==> src/rtl/mmio_controller.sv <==
// mmio_controller: memory-stage MMIO decode, HEX/LED output registers,
// and synchronized, debounced KEY/SW inputs with sticky status.
module mmio_debounce #(
  parameter int W          = 4,
  parameter int DEB_CYCLES = 50000
) (
  input  logic         clk,
  input  logic         reset,
  input  logic [W-1:0] raw,
  input  logic         rdClr,
  input  logic         wrClrRdy,
  input  logic         wrClrOv,
  output logic [W-1:0] deb,
  output logic         ready,
  output logic         overrun
);
  localparam int CW = $clog2(DEB_CYCLES + 1);
  localparam logic [CW-1:0] CMAX = CW'(DEB_CYCLES);

  logic [W-1:0]  s1;
  logic [W-1:0]  s2;
  logic [CW-1:0] cnt;
  logic          upd;

  assign upd = (cnt == CMAX) && (s2 != deb);

  // synchronize, count stable samples, load the debounced vector
  always_ff @(posedge clk or negedge reset) begin
    if (!reset) begin
      s1  <= '0;
      s2  <= '0;
      cnt <= '0;
      deb <= '0;
    end else begin
      s1 <= raw;
      s2 <= s1;
      if (s1 != s2)
        cnt <= '0;
      else if (cnt != CMAX)
        cnt <= cnt + 1'b1;
      if (upd)
        deb <= s2;
    end
  end

  // sticky status; an update in the same cycle beats any clear
  always_ff @(posedge clk or negedge reset) begin
    if (!reset) begin
      ready   <= 1'b0;
      overrun <= 1'b0;
    end else if (upd) begin
      ready   <= 1'b1;
      overrun <= overrun | ready;
    end else begin
      if (rdClr || wrClrRdy)
        ready <= 1'b0;
      if (wrClrOv)
        overrun <= 1'b0;
    end
  end
endmodule

module mmio_controller #(
  parameter int               DBITS      = 32,
  parameter logic [DBITS-1:0] ADDR_HEX   = 32'hF0000000,
  parameter logic [DBITS-1:0] ADDR_LEDR  = 32'hF0000004,
  parameter logic [DBITS-1:0] ADDR_LEDG  = 32'hF0000008,
  parameter logic [DBITS-1:0] ADDR_KEY   = 32'hF0000010,
  parameter logic [DBITS-1:0] ADDR_SW    = 32'hF0000014,
  parameter logic [DBITS-1:0] ADDR_KCTRL = 32'hF0000110,
  parameter logic [DBITS-1:0] ADDR_SCTRL = 32'hF0000114,
  parameter int               DEB_CYCLES = 50000
) (
  input  logic             clk,
  input  logic             reset,
  input  logic [DBITS-1:0] addr,
  input  logic             wrtEn,
  input  logic             rdEn,
  input  logic [DBITS-1:0] dIn,
  input  logic [3:0]       key,
  input  logic [9:0]       sw,
  output logic [DBITS-1:0] dOut,
  output logic             isIO,
  output logic [15:0]      hex,
  output logic [9:0]       ledr,
  output logic [7:0]       ledg
);
  logic hitHex, hitLedr, hitLedg, hitKey;
  logic hitSw, hitKctrl, hitSctrl;
  logic [3:0] keyDeb;
  logic [9:0] swDeb;
  logic keyRdy, keyOv, swRdy, swOv;
  logic unusedBits;

  assign hitHex   = addr == ADDR_HEX;
  assign hitLedr  = addr == ADDR_LEDR;
  assign hitLedg  = addr == ADDR_LEDG;
  assign hitKey   = addr == ADDR_KEY;
  assign hitSw    = addr == ADDR_SW;
  assign hitKctrl = addr == ADDR_KCTRL;
  assign hitSctrl = addr == ADDR_SCTRL;

  assign isIO = hitHex | hitLedr | hitLedg | hitKey
              | hitSw | hitKctrl | hitSctrl;

  assign unusedBits = ^dIn[DBITS-1:16];

  // KEY is active-low on the board; invert so 1 means pressed
  mmio_debounce #(.W(4), .DEB_CYCLES(DEB_CYCLES)) keyDebU (
    .clk      (clk),
    .reset    (reset),
    .raw      (~key),
    .rdClr    (rdEn && hitKey),
    .wrClrRdy (wrtEn && hitKctrl && !dIn[0]),
    .wrClrOv  (wrtEn && hitKctrl && !dIn[2]),
    .deb      (keyDeb),
    .ready    (keyRdy),
    .overrun  (keyOv)
  );

  mmio_debounce #(.W(10), .DEB_CYCLES(DEB_CYCLES)) swDebU (
    .clk      (clk),
    .reset    (reset),
    .raw      (sw),
    .rdClr    (rdEn && hitSw),
    .wrClrRdy (wrtEn && hitSctrl && !dIn[0]),
    .wrClrOv  (wrtEn && hitSctrl && !dIn[2]),
    .deb      (swDeb),
    .ready    (swRdy),
    .overrun  (swOv)
  );

  // output registers, written by stores
  always_ff @(posedge clk or negedge reset) begin
    if (!reset) begin
      hex  <= '0;
      ledr <= '0;
      ledg <= '0;
    end else if (wrtEn) begin
      if (hitHex)
        hex <= dIn[15:0];
      if (hitLedr)
        ledr <= dIn[9:0];
      if (hitLedg)
        ledg <= dIn[7:0];
    end
  end

  // combinational read mux, zero-extended
  always_comb begin
    dOut = '0;
    unique case (1'b1)
      hitHex:   dOut = DBITS'(hex);
      hitLedr:  dOut = DBITS'(ledr);
      hitLedg:  dOut = DBITS'(ledg);
      hitKey:   dOut = DBITS'(keyDeb);
      hitSw:    dOut = DBITS'(swDeb);
      hitKctrl: dOut = DBITS'({keyOv, 1'b0, keyRdy});
      hitSctrl: dOut = DBITS'({swOv, 1'b0, swRdy});
      default:  dOut = '0;
    endcase
  end
endmodule

==> config.mk <==
export PLATFORM = sky130hd
export DESIGN_NAME = mmio_controller
export DESIGN_NICKNAME = d
export VERILOG_FILES = /design/src/rtl/mmio_controller.sv
export SDC_FILE = /design/constraint.sdc
export NUM_CORES = 1
export LEC_CHECK = 0
export BUFFER_PORTS_ARGS = -buffer_cell sky130_fd_sc_hd__buf_4
export CAP_MARGIN = 20
export CELL_PAD_IN_SITES_DETAIL_PLACEMENT = 2
export CELL_PAD_IN_SITES_GLOBAL_PLACEMENT = 2
export CORE_MARGIN = 3
export CORE_UTILIZATION = 30
export DETAILED_ROUTE_END_ITERATION = 8
export PLACE_DENSITY_LB_ADDON = 0.1
export SLEW_MARGIN = 20
export SYNTH_ARGS = -nofsm -noshare
export SYNTH_HDL_FRONTEND = slang
export SYNTH_SLANG_ARGS = --single-unit
==> constraint.sdc <==
create_clock -name clk -period 2.2 [get_ports clk]
set_clock_uncertainty 0.2 [all_clocks]
set_input_delay 0 -clock clk [delete_from_list [all_inputs] [get_ports clk]]
set_output_delay 0 -clock clk [all_outputs]
set_load 0.02 [all_outputs]
==> Yosys cells after proc, flatten, opt, wreduce, memory -nomap -nowiden <==
Index checks and enable logic that the tools add are counted.
{ "totals": {"reg_bits": 112, "input_bits": 82, "out_inout_bits": 67, "wordCells": 77} }
{ "op_classes": {"addsub": 2, "n_eq_ne": 15, "muxes": 13, "bitwise_logic": 9, "n_reduce_logical": 23} }
{ "op_table": {"columns": ["cell", "count"], "rows": [
  ["== test 32 bit (second input constant)", 7],
  ["case mux 16 bit (7 select lines)", 1],
  ["two-way mux 16 bit", 4],
  ["adder 16 x 1 -> 16 bit (second input constant)", 2],
  ["== test 16 bit (second input constant)", 2],
  ["inequality test 16 bit (second input constant)", 2],
  ["inequality test 10 bit", 2],
  ["nonzero test 2 bit", 6],
  ["logical AND 1 bit", 10],
  ["two-way mux 1 bit", 8],
  ["inequality test 4 bit", 2],
  ["bitwise OR 1 bit", 8],
  ["AND reduction 2 bit", 3],
  ["inverter 4 bit", 1],
  ["zero test 1 bit", 2],
  ["logical OR 1 bit", 2]
]} }

==> Depth between registers and ports, before layout <==
Gate-level depths: netlist of run 1.
{ "logic_depth": {"depth_word": 7, "depth_mapped": 8, "ltp_nobuf": 7} }

==> Hierarchy <==
Synthesis of run 1 repeated with hierarchy kept, for this count alone.
{ "hier_totals": {"hier_cells": 462, "area_unflattened_um2": 5587.9} }
{ "modules_own_cells": {"columns": ["module", "instances", "cells_per_inst", "area_each_um2", "seq_area_each_um2"], "rows": [
  ["mmio_controller", 1, 185, 2152.1, 850.8],
  ["mmio_debounce at swDebU", 1, 159, 2072.0, 1201.2],
  ["mmio_debounce at keyDebU", 1, 118, 1363.8, 750.7]
]} }

==> Worst setup path after synthesis of run 1 <==
Ideal clock, no wire load.
{ "synth_timing": {"kind": "reg2reg", "start": "register keyDebU.cnt[5]", "end": "register keyDebU.deb[0]", "setup_time_ns": 0.125, "arrival_ns": 1.797, "t_required_ns": 1.875, "slack_ns": 0.078, "stages_incl_launch_ff": 4, "n_path_buf": 0, "period_less_slack_ns": 2.122, "cell_sequence": "dfrtp_1 -> or4_4 -> nor4_4 -> mux2_2"} }
{ "synth_between": {"elab_chain_len": 2} }
{ "synth_rtl": {"columns": ["element", "line", "source"], "rows": [
  ["start: declaration", "22", "logic [CW-1:0] cnt;"],
  ["start signal: assignment", "40", "cnt <= cnt + 1'b1;"],
  ["== test 16 bit", "25", "assign upd = (cnt == CMAX) && (s2 != deb);"],
  ["logical AND 1 bit", "25", null],
  ["end signal: assignment", "33", "deb <= '0;"],
  ["end signal: assignment", "42", "deb <= s2;"],
  ["end: declaration", "13", "output logic [W-1:0] deb,"]
]} }
Every way passes these cells.
A chain may end at the register's enable or synchronous reset.

==> Final worst setup path of run 1 <==
{ "layout_timing": {"start": "register keyDebU.cnt[13]", "end": "register keyDebU.cnt[2]"} }
{ "layout_between": {"elab_chain_len": 2} }
{ "layout_rtl": {"columns": ["element", "line", "source"], "rows": [
  ["inequality test 16 bit", "39", "else if (cnt != CMAX)"],
  ["nonzero test 2 bit (no source line)", null, null]
]} }
Every way passes these cells.

==> summary.txt, run 1 <==
Yosys
  • Mapped cell area: 0.00543 sq mm
  • Post-synth top cells: dfrtp_1, mux2_2, nor2_1
  • Yosys reg bits: roughly 110
  • Multiplexer share of the synthesized area: between 10% and 20%
  • Synthesized-area fraction occupied by adder cells: less than 1%
  • Number of enable flip-flop cells after synthesis: 0
  • Yosys top cell by area: dfrtp_1
  • Ys async rst share: between 90% and 100%
  • Ys flop type: dfrtp_1
  • YS warnings: 0
  • Seq/Total Area, Yosys: 51.6%
  • Synth cell types: 54
  • Combinational family with the most area after synthesis: simple AND/OR/NAND/NOR gates
  • Synth top area share: between 50% and 60%
  • Synth Area in Compound Gates: roughly 4.8%
  • Area contributors post-synth: dfrtp_1, mux2_2, xor2_1
  • Count leader, synth: dfrtp_1
  • Simple-gate share of the synthesized area: ~17%
  • XOR/XNOR share of the synthesized area: under 10%
  • Gate count after technology mapping: 462
  • Synth Area per Inst: approximately 12 sq um

Worst setup path
  • Crit Path Class: flip-flop to flip-flop
  • R2R Path Start: keyDebU.cnt[13]
  • Startpoint class of the critical path: flip-flop
  • CP max FO: 9
  • Crit end category: flip-flop
  • Worst Path Required: ~2.3 ns
  • Worst reg-to-reg setup slack: 0.09 ns
  • Worst flop-to-flop path endpoint: keyDebU.cnt[2]
  • Length in cells of the worst reg-to-reg path: 6
  • CP arrival: 2.16 ns

Clocking
  • CTS clk-pin slew, worst paths: 0.08 ns
  • Clk sinks: 112
  • H-tree lvl count: 3
  • CTS tree: done
  • Worst-skew pair later-pin latency: 0.36 ns
  • CTS Buf Count: 9
  • Clock buffer depth: 2
  • Root Driver: clkbuf_16

Floorplan
  • # rows: 48
  • Die H: 141 um
  • Core Region: 0.0175 sq mm
  • Initial Utilization: a little under a third
  • Die width: about 140 um
  • DIE AREA: 0.0197 sq mm
  • Ports: 149

Global route
  • Met1 Use GR: between 20% and 30%
  • GR Util All Layers: around 16%
  • Met2 GRT Util: a little over a quarter
  • Vias in the first global route: between 4000 and 5000
  • GR Overflow Total: 0
  • Grt peak-use layer: met2
  • Pin count of the biggest net entering global routing: about 110
  • First-pass GRT wire length: 25400 um
  • Initial antenna violation count: 0
  • Met3 usage: under 10%

Route
  • Avg WL per Cell: between 15 and 20 um
  • Antenna Violating Nets Remaining: 0
  • Iteration-0 DRC Markers: roughly 180
  • Residual DRC: 0
  • DR pass1 iterations: 4
  • Vias per cell: between 4 and 5
  • Total Wirelength: approximately 16000 um
  • Via count: around 4100

Power
  • Final total power: slightly above 4 mW
  • Worst vdd ir: about 0.00039 V
  • Leak pwr: 3.39 nW
  • Pwr Density: between 500 and 600 mW/mm^2

Final layout
  • Layout cells sized above 1: 34.9%
  • Fillers: ~1800
  • Post-Layout Cell Count: between 800 and 900
  • Synth-to-Final Area Change: 34.2%
  • Ant. Diodes: 0
  • Nets: 720

Run
  • Max-cap violations: 0

STA
  • Setup TNS: 0 ns
  • Slew @ Worst Pin: 0.630 ns
  • Max Clk Rate: roughly 0.47 GHz
  • RSZ-0062 raised after global routing: no
  • Hold_ws: ~0.011 ns
  • Setup violations, final: 0
  • Period utilisation layout: a little over nine tenths
  • Final Hold Fails: 0
  • Worst rel slew slack: about three fifths
  • Count of final max-slew check failures: 0
  • Final min period: 2.11 ns

Worst hold path
  • Min-delay src: addr[2]
  • Type of the tightest min-delay check: input pin to flip-flop
  • WHS Path Cells: 5
  • Worst Hold End: keyDebU.ready

Place
  • Port Buffer Count: between 100 and 150
  • Placed Instances: between 800 and 900
  • Final HPWL from detailed placement: approximately 11000 um
  • Gpl congestion: 0.805

Outcome
  • Status: finished clean
## kinds of logic (layout without fill, tap and decap cells)
| logic type | Yosys count | in the layout |
|---|---|---|
| muxes | 55 | 55 |
| xor gates and xnor gates | 57 | 57 |
| adders and majority gates | 4 | 4 |
| AOI/OAI and AO/OA | 38 | 38 |
| buffers and inverters | 43 | 205 |
| and+or+nand+nor | 152 | 152 |
| DFF | 112 | 112 |
| other | 1 | 16 |
## power by group
group | internal [mW] | switching [mW] | total [mW]
sequential | 2.08 | 0.0277 | 2.11
clock | 0.784 | 0.829 | 1.61
combinational | 0.156 | 0.152 | 0.308
total | 3.02 | 1.01 | 4.03
## state kept, by name, indices dropped and copies added, names as in the netlist
signal,count
hex,16
keyDebU.cnt,16
swDebU.cnt,16
ledr,10
swDebU.deb,10
swDebU.s1,10
swDebU.s2,10
ledg,8
keyDebU.deb,4
keyDebU.s1,4
keyDebU.s2,4
keyDebU.overrun,1
keyDebU.ready,1
swDebU.overrun,1
swDebU.ready,1
## routing by layer
layer	share of wire, %	up-vias
met5	0	-
met4	1.5	0
met3	4.0	16
met2	50	87
met1	44	2095
li1	-	1922
## final cells by class
| type | instances | area (sq um) | share of cell area [%] |
|---|---|---|---|
| timing repair buffer | 174 | 1410 | 19.3 |
| clock inverter | 7 | 56.3 | 0.773 |
| multi-input combinational | 322 | 2450 | 33.7 |
| sequential | 112 | 2800 | 38.5 |
| inverter | 15 | 56.3 | 0.773 |
| clock buffer | 9 | 225 | 3.09 |
| tap | 225 | 282 | 3.87 |
## timing repair
| action | in CTS | in global routing |
|---|---|---|
| setup buffers | 0 | 1 |
| hold buffers | 36 | 0 |
| endpoints found under the setup margin | 0 | 4 |
| hold endpoints to repair | 164 | 0 |
| resized for setup | 0 | 1 |
## how the worst max path moves through the flow
| stage | startpoint | to | slack, ns | cells past startpoint |
|---|---|---|---|---|
| after floorplan | keyDebU.cnt[5] | keyDebU.deb[0] | 0.08 | 3 |
| after global placement | keyDebU.cnt[13] | keyDebU.deb[2] | 0.12 | 4 |
| after detailed placement | keyDebU.cnt[13] | keyDebU.cnt[2] | 0.07 | 6 |
| after CTS | addr[8] | dOut[8] | 0.04 | 7 |
| after global routing | keyDebU.cnt[13] | keyDebU.cnt[2] | 0.005 | 6 |
| final | keyDebU.cnt[13] | keyDebU.cnt[2] | 0.09 | 6 |
## metrics by stage
| stage | utilization, % | area [sq um] | setup slack, ns |
|---|---|---|---|
| finish | 41.7 | 7280 | 0.0886 |
| global route | 41.7 | 7280 | 0.00550 |
| CTS | 41.6 | 7270 | 0.0369 |
| detailed placement | 37.9 | 6630 | 0.0669 |
| global placement | 37.9 | 6630 | 0.123 |
| floorplan | - | 5480 | 0.0785 |
## cells in the final DEF (no fill, tap or decap), types with 5 or more instances in the layout
cell type and instances:
buf_4 137, dfrtp_1 112, mux2_2 44, nor2_1 40, dlygate4sd3_1 36, xor2_1 29, xnor2_1 28, nand2_1 24
nand3_1 16, conb_1 16, inv_1 15, a21oi_1 11, nor4_1 10, mux2_4 10, clkbuf_16 9, and2_1 8
nand4_1 7, and3_1 6, a22oi_1 6, nor3_1 5, o21ai_0 5
## critical path, cell delays in order (launching register included)
cell and delay (ns):
dfrtp_1 0.41, or4_4 0.55, nor4_4 0.27, buf_4 0.21, nand2b_1 0.14, xor2_1 0.16
nor2_1 0.06
Power figures use the tool's default switching activity.
==> run 2: changes to the inputs <==
- CORE_ASPECT_RATIO: not set -> 0.6
- SKIP_CTS_REPAIR_TIMING: not set -> 1
==> run 2 against run 1 <==
Compared with the run above: non-clock buffer count grew 3; flip-flop and latch count is the same; clock power is essentially flat; critical path depth grew 1; register-to-register slack is essentially flat; core utilization grew 0.52 points; via count is essentially flat; sequential share of layout area shrank 0.42 points; cell area grew 1.1%; fmax shrank 0.50%; critical endpoint is now dOut[8]; largest cell class unchanged; highest routed layer unchanged.
==> summary.txt, run 2 (same netlist as run 1, synthesis figures left out) <==
Outcome
  • Status: finished clean

Route
  • Via count: 4123 (+0.073%)
  • Residual DRC: 0 (unchanged)
  • Vias per cell: 4.71 (-1.3%)
  • Total Wirelength: 16300 um (+4.6%)
  • DR pass1 iterations: 4 (unchanged)
  • Iteration-0 DRC Markers: 138 (-22%)
  • Antenna Violating Nets Remaining: 0 (unchanged)
  • Avg WL per Cell: 18.6 um (+3.2%)

Clocking
  • Worst-skew pair later-pin latency: 0.36 ns (about the same)
  • CTS clk-pin slew, worst paths: 0.08 ns (about the same)
  • CTS Buf Count: 9 (unchanged)
  • Clock buffer depth: 2 (unchanged)
  • CTS tree: done
  • Clk sinks: 112 (unchanged)
  • Root Driver: clkbuf_16
  • H-tree lvl count: 3 (unchanged)

Final layout
  • Top Registers: hex x16, keyDebU.cnt x16, swDebU.cnt x16
  • Nets: 723 (+0.42%)
  • Synth-to-Final Area Change: 35.7%
  • Most common cell after layout, fill and taps aside: buf_4
  • Fillers: 1811 (-1.8%)
  • Layout cells sized above 1: 35.7% (+0.77 points)
  • Ant. Diodes: 0 (unchanged)
  • Most frequent cells in the layout: buf_4, dfrtp_1, mux2_2

Worst hold path
  • WHS Path Cells: 3 (-2)
  • Type of the tightest min-delay check: input pin to flip-flop

Global route
  • GR Util All Layers: 16.5% (+0.30 points)
  • Pin count of the biggest net entering global routing: 73 (-35%)
  • GR Overflow Total: 0 (unchanged)
  • Initial antenna violation count: 0 (unchanged)
  • First-pass GRT wire length: 25400 um (-0.11%)
  • Vias in the first global route: 4391 (-5.4%)

Worst setup path
  • Crit end category: output pin
  • Startpoint class of the critical path: input pin
  • CP arrival: 1.92 ns (-0.24 ns)
  • Worst Path Required: 2.00 ns (-0.25 ns)
  • Crit Path Class: input pin to output pin
  • CP max FO: 10 (+1)
  • Length in cells of the worst reg-to-reg path: 4 (-2)

Power
  • Leak pwr: 3.42 nW (+0.84%)
  • Worst vdd ir: 0.000290 V (-26%)
  • Pwr Density: 552 mW/mm^2 (-0.28%)

STA
  • Period utilisation layout: 96.5% (+0.48 points)
  • Final Hold Fails: 0 (unchanged)
  • Max Clk Rate: 0.471 GHz (-0.50%)
  • Hold_ws: 0.0134 ns (+0.00243 ns)
  • Count of final max-slew check failures: 0 (unchanged)
  • Setup violations, final: 0 (unchanged)
  • Setup ws final: 0.0781 ns (-0.0105 ns)
  • Final min period: 2.12 ns (+0.0105 ns)

Floorplan
  • Die width: 180 um (+28%)
  • Initial Utilization: 31.1% (+0.042 points)
  • Ports: 149 (unchanged)
  • Core Region: 0.0175 sq mm (-0.14%)
  • Die H: 110 um (-22%)
  • # rows: 37 (-23%)
  • DIE AREA: 0.0198 sq mm (+0.27%)

Place
  • Final HPWL from detailed placement: 12200 um (+7.7%)
  • Gpl congestion: 0.768 (-4.6%)
  • Port Buffer Count: 116 (unchanged)
  • Pre-CTS WS: 0.0246 ns (-0.0423 ns)

Run
  • Max-cap violations: 0 (unchanged)
run 2: routing by layer:
metal	share of wire, %	up-vias	wire length (um)	track usage (%)
li1	-	1935	-	-
met1	53	2075	8690	25.5
met2	42	102	6870	23.1
met3	3.9	11	630	3.84
met4	0.78	0	127	3.64
met5	0	-	0	0
run 2: worst paths after layout:
check,startpoint,endpoint,slack (ns)
worst max-delay path,addr[8],dOut[8],0.08
worst min-delay path,addr[3],ledg[4],0.01
worst max register to register,keyDebU.cnt[11],keyDebU.deb[3],0.09
worst min register to register,keyDebU.s1[2],keyDebU.s2[2],0.20
max in group asynchronous,reset,keyDebU.ready,0.85
min in group asynchronous,reset,hex[6],0.52
run 2: layout make-up:
| type | count | area (sq um) | share of cell area (%) |
|---|---|---|---|
| flip-flops and latches | 112 | 2800 | 38.1 |
| repair buffers | 177 | 1460 | 19.8 |
| inverters | 15 | 56.3 | 0.765 |
| multi-input cells | 322 | 2460 | 33.4 |
| well taps | 234 | 293 | 3.98 |
| clock buffers | 10 | 239 | 3.25 |
| clock inverters | 6 | 52.6 | 0.714 |
run 2: metrics by stage:
step / std cells / utilization, % / TNS, ns / total power, mW / area, sq um
floorplan: 477 / - / 0 / 2.26 / 5480
CTS: 836 / 39.8 / 0 / 4.10 / 6940
global route: 876 / 42.2 / -0.0617 / 4.26 / 7360
finish: 876 / 42.2 / 0 / 4.07 / 7360
global placement: 820 / 38.1 / 0 / 2.41 / 6650
detailed placement: 820 / 38.1 / 0 / 2.42 / 6650
run 2: worst max-delay path, stage by stage:
cell           delay, ns
dlygate4sd3_1       0.53
buf_4               0.19
or3_1               0.50
nor3b_2             0.19
buf_4               0.18
o2bb2ai_1           0.14
buf_4               0.18
run 2: where the power goes:
group          internal, mW  total, mW  leakage, nW  switching (mW)
sequential             2.08       2.11         1.49          0.0279
clock                 0.817       1.63        0.131           0.815
combinational         0.162      0.322         1.80           0.160
==> run 3: changes to the inputs <==
- BUFFER_PORTS_ARGS: -buffer_cell sky130_fd_sc_hd__buf_4 -> not set
- CORE_UTILIZATION: 30 -> 31
- DONT_BUFFER_PORTS: not set -> 1
==> run 3 against run 2 <==
Compared with the run above: the flow now finishes with violations (negative hold slack); worst setup slack got worse by 0.072 ns; power fell by 2.0%; fmax fell by 3.3%; flip-flop and latch count did not move; count of clock-buffer cells in the layout fell by 1; critical endpoint is now ledg[1]; largest cell class unchanged; largest power group unchanged.
==> summary.txt, run 3 (same netlist as run 1, synthesis figures left out) <==
Outcome
  • Status: finished, violations left
  • Violated checks: negative hold slack

STA
  • Setup violations, final: 0 (unchanged)
  • Count of final max-slew check failures: 0 (unchanged)
  • Period utilisation layout: 99.7% (+3.3 points)
  • Slew @ Worst Pin: 0.585 ns
  • Hold_ws: -0.870 ns (-0.883 ns)
  • Worst rel slew slack: about 60%
  • Setup TNS: 0 ns (unchanged)
  • Final min period: 2.19 ns (+0.0720 ns)
  • Max Clk Rate: 0.456 GHz (-3.3%)
  • Final Hold Fails: 114 (+114)

Clocking
  • CTS clk-pin slew, worst paths: 0.08 ns (about the same)
  • Clock buffer depth: 2 (unchanged)
  • H-tree lvl count: 3 (unchanged)
  • CTS Buf Count: 9 (unchanged)
  • CTS tree: done
  • Worst-skew pair later-pin latency: 0.36 ns (about the same)
  • Clk sinks: 112 (unchanged)
  • Root Driver: clkbuf_16

Worst setup path
  • CP arrival: 2.24 ns (+0.32 ns)
  • Crit Path Class: input pin to flip-flop
  • Startpoint class of the critical path: input pin
  • Worst Path Required: 2.25 ns (+0.25 ns)
  • CP max FO: 8 (-2)
  • Worst reg-to-reg setup slack: 0.09 ns (about the same)
  • Crit end category: flip-flop
  • Length in cells of the worst reg-to-reg path: 4 (unchanged)

Global route
  • Vias in the first global route: 4015 (-8.6%)
  • GR Overflow Total: 0 (unchanged)
  • GR Util All Layers: 16.1% (-0.32 points)
  • Initial antenna violation count: 0 (unchanged)
  • Pin count of the biggest net entering global routing: 113 (+55%)
  • First-pass GRT wire length: 23700 um (-6.8%)

Place
  • Placed Instances: 704 (-14%)
  • Gpl congestion: 0.742 (-3.4%)
  • Final HPWL from detailed placement: 11300 um (-7.3%)
  • Port Buffer Count: 0 (-100%)

Floorplan
  • Initial Utilization: 32.6% (+1.5 points)
  • Die width: 177 um (-1.6%)
  • Core Region: 0.0167 sq mm (-4.5%)
  • Ports: 149 (unchanged)
  • # rows: 36 (-2.7%)
  • DIE AREA: 0.0192 sq mm (-3.1%)
  • Die H: 108 um (-1.5%)

Final layout
  • Top Registers: hex x16, keyDebU.cnt x16, swDebU.cnt x16
  • Synth-to-Final Area Change: 22.1%
  • Most common cell after layout, fill and taps aside: dfrtp_1
  • Nets: 624 (-14%)
  • Post-Layout Cell Count: 771 (-12%)
  • Most frequent cells in the layout: dfrtp_1, dlygate4sd3_1, mux2_2
  • Layout cells sized above 1: 21.0% (-15 points)
  • Fillers: 1712 (-5.5%)
  • Ant. Diodes: 0 (unchanged)

Route
  • Iteration-0 DRC Markers: 145 (+5.1%)
  • DR pass1 iterations: 4 (unchanged)
  • Via count: 3803 (-7.8%)
  • Avg WL per Cell: 20.5 um (+10%)
  • Vias per cell: 4.93 (+4.8%)
  • Total Wirelength: 15800 um (-3.2%)
  • Antenna Violating Nets Remaining: 0 (unchanged)
  • Residual DRC: 0 (unchanged)

Worst hold path
  • Type of the tightest min-delay check: input pin to async pin

Power
  • Worst vdd ir: 0.000322 V (+11%)
  • Pwr Density: 601 mW/mm^2 (+8.9%)
  • Leak pwr: 2.91 nW (-15%)

Run
  • Max-cap violations: 0 (unchanged)
## run 3: area by class of cell
cell class | instances | area, sq um | share of cell area [%]
Clock buffer | 9 | 225 | 3.40
Clock inverter | 7 | 75.1 | 1.13
Inverter | 15 | 56.3 | 0.850
Multi-Input combinational cell | 322 | 2460 | 37.2
Sequential cell | 112 | 2800 | 42.3
Tap cell | 228 | 285 | 4.31
Timing Repair Buffer | 78 | 717 | 10.8
## run 3: worst max-delay path, cell delays in order
cell           delay (ns)
dlygate4sd3_1        0.67
nor3_4               0.38
nand4_4              0.26
mux2_2               0.35
dlygate4sd3_1        0.57
## run 3: per-layer routing
metal	vias up	global-route usage (%)	share of wire [%]
met3	11	5.33	6.8
met2	107	23.8	43
met5	-	0	0
met4	0	3.19	0.72
met1	1951	23.1	50
li1	1734	-	-
## run 3: final timing paths
kind                                  from              to
max                                addr[8]         ledg[1]
min in group clk                   addr[9]  swDebU.overrun
max reg2reg                keyDebU.cnt[13]  keyDebU.deb[1]
min reg2reg                  keyDebU.s1[1]   keyDebU.s2[1]
min                                  reset  keyDebU.cnt[4]
max in group asynchronous            reset         ledg[0]
## run 3: per-stage QoR
step,power [mW],instance area (sq um),utilization (%),hold WS [ns],setup WS (ns)
global route,4.17,6630,39.8,-0.900,-0.0199
global placement,2.25,5790,34.8,-0.491,0.0812
floorplan,2.26,5480,-,-0.496,0.0785
finish,3.98,6630,39.8,-0.870,0.00611
detailed placement,2.26,5790,34.8,-0.492,0.0580
CTS,3.98,6090,36.6,-0.890,0.0543
## run 3: power by group
group,internal [mW],switching (mW)
Clock,0.811,0.876
Combinational,0.0938,0.0882
Sequential,2.08,0.0309
Total,2.99,0.995
